## config.mk

```make
export PLATFORM = sky130hd
export DESIGN_NAME = serial_addsub
export DESIGN_NICKNAME = d
export VERILOG_FILES = /design/src/rtl/serial_addsub.sv
export SDC_FILE = /design/constraint.sdc
export NUM_CORES = 1
export LEC_CHECK = 0
export ABC_AREA = 1
export ABC_CLOCK_PERIOD_IN_PS = 1350
export CELL_PAD_IN_SITES_DETAIL_PLACEMENT = 0
export CELL_PAD_IN_SITES_GLOBAL_PLACEMENT = 2
export CORE_MARGIN = 8
export CORE_UTILIZATION = 25
export CTS_CLUSTER_SIZE = 28
export DETAILED_ROUTE_END_ITERATION = 10
export PLACE_DENSITY = 0.76
export SLEW_MARGIN = 5
export SYNTH_ARGS = -nofsm -noshare
export SYNTH_HDL_FRONTEND = slang
export SYNTH_SLANG_ARGS = --single-unit
```

## constraint.sdc

```tcl
create_clock -name clk -period 1.35 [get_ports clk]
set_input_delay 0.27 -clock clk [delete_from_list [all_inputs] [get_ports clk]]
set_output_delay 0.27 -clock clk [all_outputs]
set_load 0.01 [all_outputs]
```

## src/rtl/serial_addsub.sv

```systemverilog
// serial_addsub: multi-cycle add/subtract engine. Operands are processed DIGIT
// bits per clock, LSB first, through a DIGIT-wide ripple of full adder or full
// subtractor cells. One operation takes N = WIDTH/DIGIT RUN cycles.
//
// Handshake (valid/ready): an operation is accepted on a rising edge where
// start=1 and ready=1. a, b, sub and cin are captured on that edge and may
// change freely afterwards. ready stays 0 for the N cycles of the operation.
// done then pulses for one cycle, and result/cout/ovf update at the same time.
// A start seen while ready=0 is ignored.
//
// Ports:
//   clk       rising-edge clock
//   rst       synchronous, active-high reset
//   start     operation request
//   a, b      WIDTH-bit operands (A+B+cin or A-B-cin)
//   sub       0 = add, 1 = subtract (cin then acts as borrow-in)
//   cin       carry-in or borrow-in
//   ready     1 while idle and able to accept
//   done      one-cycle completion pulse
//   result    sum or difference, modulo 2^WIDTH
//   cout      carry-out or borrow-out from the MSB
//   ovf       two's-complement signed overflow
//   state_dbg current FSM state (0 = IDLE, 1 = RUN)
module serial_addsub #(
  parameter int WIDTH = 16,
  parameter int DIGIT = 1
) (
  input  logic             clk,
  input  logic             rst,
  input  logic             start,
  input  logic [WIDTH-1:0] a,
  input  logic [WIDTH-1:0] b,
  input  logic             sub,
  input  logic             cin,
  output logic             ready,
  output logic             done,
  output logic [WIDTH-1:0] result,
  output logic             cout,
  output logic             ovf,
  output logic             state_dbg
);

  localparam int N  = WIDTH / DIGIT;
  localparam int CW = (N > 1) ? $clog2(N) : 1;

  typedef enum logic {
    IDLE = 1'b0,
    RUN  = 1'b1
  } state_t;

  state_t state, state_next;

  // Working registers. a_sh/b_sh shift right so the current digit always sits
  // in the low DIGIT bits. acc fills from the top, so after N digits the first
  // digit processed has reached bit 0.
  logic [WIDTH-1:0] a_sh, b_sh, acc;
  logic             sub_r;
  logic             c_r;
  logic [CW-1:0]    cnt;

  logic             last;
  logic [DIGIT-1:0] digit_out;
  logic             c_run;
  logic             c_msb_in;
  logic [WIDTH-1:0] acc_next;

  assign last      = (cnt == CW'(N - 1));
  assign ready     = (state == IDLE);
  assign state_dbg = state;

  // Ripple across one digit. The carry or borrow of each bit feeds the next
  // bit in the same cycle. c_msb_in holds the carry into the top bit of the
  // digit. On the last digit that is the carry into the word MSB, which the
  // overflow rule needs.
  always_comb begin
    digit_out = '0;
    c_run     = c_r;
    c_msb_in  = c_r;
    for (int j = 0; j < DIGIT; j++) begin
      digit_out[j] = a_sh[j] ^ b_sh[j] ^ c_run;
      if (j == DIGIT - 1) c_msb_in = c_run;
      if (sub_r) c_run = (~a_sh[j] & b_sh[j]) | (~(a_sh[j] ^ b_sh[j]) & c_run);
      else       c_run = (a_sh[j] & b_sh[j]) | (c_run & (a_sh[j] ^ b_sh[j]));
    end
  end

  assign acc_next = (acc >> DIGIT) | (WIDTH'(digit_out) << (WIDTH - DIGIT));

  always_comb begin
    state_next = state;
    case (state)
      IDLE:    if (start) state_next = RUN;
      RUN:     if (last)  state_next = IDLE;
      default: state_next = IDLE;
    endcase
  end

  always_ff @(posedge clk) begin
    if (rst) state <= IDLE;
    else     state <= state_next;
  end

  always_ff @(posedge clk) begin
    if (rst) begin
      a_sh   <= '0;
      b_sh   <= '0;
      acc    <= '0;
      sub_r  <= 1'b0;
      c_r    <= 1'b0;
      cnt    <= '0;
      done   <= 1'b0;
      result <= '0;
      cout   <= 1'b0;
      ovf    <= 1'b0;
    end else begin
      done <= 1'b0;
      case (state)
        IDLE: begin
          if (start) begin
            a_sh  <= a;
            b_sh  <= b;
            sub_r <= sub;
            c_r   <= cin;
            acc   <= '0;
            cnt   <= '0;
          end
        end
        RUN: begin
          a_sh <= a_sh >> DIGIT;
          b_sh <= b_sh >> DIGIT;
          c_r  <= c_run;
          acc  <= acc_next;
          if (last) begin
            cnt    <= '0;
            result <= acc_next;
            cout   <= c_run;
            ovf    <= c_msb_in ^ c_run;
            done   <= 1'b1;
          end else begin
            cnt <= cnt + 1'b1;
          end
        end
        default: ;
      endcase
    end
  end

endmodule

```

==> run metrics, run 1 <==
status completed; most frequent cells in the layout nand2_1 (218), dfxtp_1 (69), clkdlybuf4s50_1 (36); Post-synth ARST share 0%; Hold Violations, Final 0; syn avg cell area 6.99 sq um; total negative slack 0 ns; CTS HTree Levels 3; startpoint types flip-flop; fraction of layout cells with a size suffix above 1 12.2%; Relative slew margins 84.8%; largest net degree at the start of global routing 27; via count 2,727; worst hold path class flip-flop to flip-flop; Synth top area share 48.7%; Pleak 2.07 nW; crit end category flip-flop; Die Area 0.0158 sq mm; Hold-fix buffers, CTS 0; clk slew on worst S/H paths 0.06 ns; Max stage delay cell, worst path fa_1; Yosys warning count 0; initial antenna violation count 0; Synth Flop Type dfxtp_1; most common cell after layout, fill and taps aside nand2_1; WHS 0.438 ns; Peak Freq 767 MHz; DP HPWL 5.55 mm; Post-Syn Nets 469; cell area power density 1240 mW/mm^2; # nets final 545; RSZ-0062 raised after global routing true; cell count after synthesis 429; Synth Cell Area 0.00300 sq mm; FILL cells 1,271; detailed-route wire length 7.73 mm; Seq/Total Area, Yosys 48.7%; FP Rows 40; MaxCap Viol Count 0; Antenna Cells 0; Tot GR Track Use 10.2%; post-synth top area cell dfxtp_1; PortBufs 57; WL/cell 11.8 microns; # IOs 58; Post-DRT Antenna Nets 0; clock root cell clkbuf_16; # setup viols final 0; CP Max Fanout 2; vias in the first global route 2,667; largest vdd supply drop 551 uV; Layout area overhead 41.7%; vias per inst 4.15; Tcrit/Tclk final 96.5%; CP top delay family adder cells; Critical Path AT 1.58 ns; Inserted Clock Buffers 9; CTS Sinks 73; Die Span X 126 microns; worst-margin pin slew 0.228 ns; clk_lat worst skew 0.34 ns; #FFs+latches synth 73; synth top area cells dfxtp_1 (49%), nand2_1 (27%), nand3_1 (5.0%); FF-to-FF setup slack 0.05 ns; area of the multi-input gates 0.00131 sq mm; crit-path cells inv_2, fa_1, or2_4, a21oi_2; WP buf/inv 1; core region area 0.0119 sq mm; post-route cell area 0.00425 sq mm; Max Slew Vio Count 0; post-layout minimum cycle time 1.30 ns; total design power 0.00527 W; critical path required time 1.63 ns; CTS tree built; placer congestion estimate 0.684; Clock Skew 0.00624 ns; first-pass GRT wire length 12.9 mm; post-route core utilization 35.8%; detailed-route DRC error count 0; Initial Util 25.3%; Crit Path Class flip-flop to flip-flop; Worst path max stage delay 0.45 ns; number of synthesized flops with an enable pin 0; Area after DPL 0.00390 sq mm; Die Y 126 microns; First DRT Iteration DRCs 111; total area of sequential cells 0.00147 sq mm; Yosys cell types 25; detailed-router iteration count before antenna repair 4; remaining global-route overflow 0; clock buffer depth 2
flip-flops by register name, summed over array words and instances, names as in the netlist:
name	count
state_dbg	1
b_sh	16
done	1
cout	1
acc	15
cnt	4
a_sh	16
ovf	1
sub_r	1
result	16
c_msb_in	1
synth_stat cells (2+ instances only):
cell / number
nand2_1: 218
o21ai_0: 5
a21oi_1: 24
buf_1: 2
buf_2: 12
clkbuf_1: 5
fa_1: 2
inv_1: 37
nor2_2: 2
nor2_4: 2
nor2_1: 4
buf_4: 2
dfxtp_1: 73
nand3_1: 30
worst register-to-register path, stage by stage, from the launching register on:
cell and delay (ns):
dfxtp_2 0.35, inv_2 0.05, fa_1 0.45, or2_4 0.26, a21oi_2 0.12
layer usage:
metal | vias to the layer above | global-route usage [%] | wire length (microns)
met1 | 1212 | 11.4 | 3570
met5 | - | 0 | 0
met4 | 0 | 3.87 | 116
li1 | 1456 | - | -
met2 | 49 | 17.0 | 3590
met3 | 10 | 4.33 | 460
timing repair:
item / 4_1_cts / 5_1_grt
cloned: 0 / 0
endpoints found under the setup margin: 26 / 26
pin swaps: 2 / 2
gates resized for setup: 25 / 9
setup buffers: 2 / 1
final timing paths:
check	from	to	depth (start not counted)
min	result[7]	result[7]	2
min reg2reg	result[7]	result[7]	2
max reg2reg	a_sh[0]	acc[15]	4
max	a_sh[0]	acc[15]	4
stage by stage:
stage / instances / setup slack, ns
final: 657 / 0.0468
after global routing: 657 / -0.0102
after CTS: 656 / 0.00409
after detailed placement: 638 / -0.207
after global placement: 638 / -0.174
after floorplan: 429 / 0.0101
kinds of logic after synthesis:
group / count (synthesis) / synth area share [%]
compound gates: 32 / 5.59
fa+ha+maj: 3 / 1.75
buf+inv: 61 / 8.72
flops: 73 / 48.7
simple gates: 260 / 35.2
report_power, final:
group	switching (W)	leakage, nW	internal [W]
sequential	0.0000485	0.596	0.00223
combinational	0.000295	1.33	0.000293
clock	0.000924	0.142	0.00147
total	0.00127	2.07	0.00400
final cells by class:
class	instances	share of cell area (%)
sequential	73	34.6
multi-input combinational	295	30.7
timing repair buffer	87	19.9
clock buffer	11	5.71
tap	147	4.33
inverter	39	3.50
clock inverter	5	1.30
Note: power is estimated with default switching activity, not from simulation.
==> run 2: changes to the inputs <==
--- a/config.mk
+++ b/config.mk
@@ -7,6 +7,7 @@
 export LEC_CHECK = 0
 export ABC_AREA = 1
 export ABC_CLOCK_PERIOD_IN_PS = 1350
+export CAP_MARGIN = 15
 export CELL_PAD_IN_SITES_DETAIL_PLACEMENT = 0
 export CELL_PAD_IN_SITES_GLOBAL_PLACEMENT = 2
 export CORE_MARGIN = 8
==> results of run 2 <==
The final DEF is identical to that of run 1; final timing and power are the same.
==> run 3: changes to the inputs <==
--- a/config.mk
+++ b/config.mk
@@ -7,7 +7,7 @@
 export LEC_CHECK = 0
 export ABC_AREA = 1
 export ABC_CLOCK_PERIOD_IN_PS = 1350
-export CAP_MARGIN = 15
+export CAP_MARGIN = 20
 export CELL_PAD_IN_SITES_DETAIL_PLACEMENT = 0
 export CELL_PAD_IN_SITES_GLOBAL_PLACEMENT = 2
 export CORE_MARGIN = 8
==> results of run 3 <==
The final DEF is identical to that of run 1; final timing and power are the same.
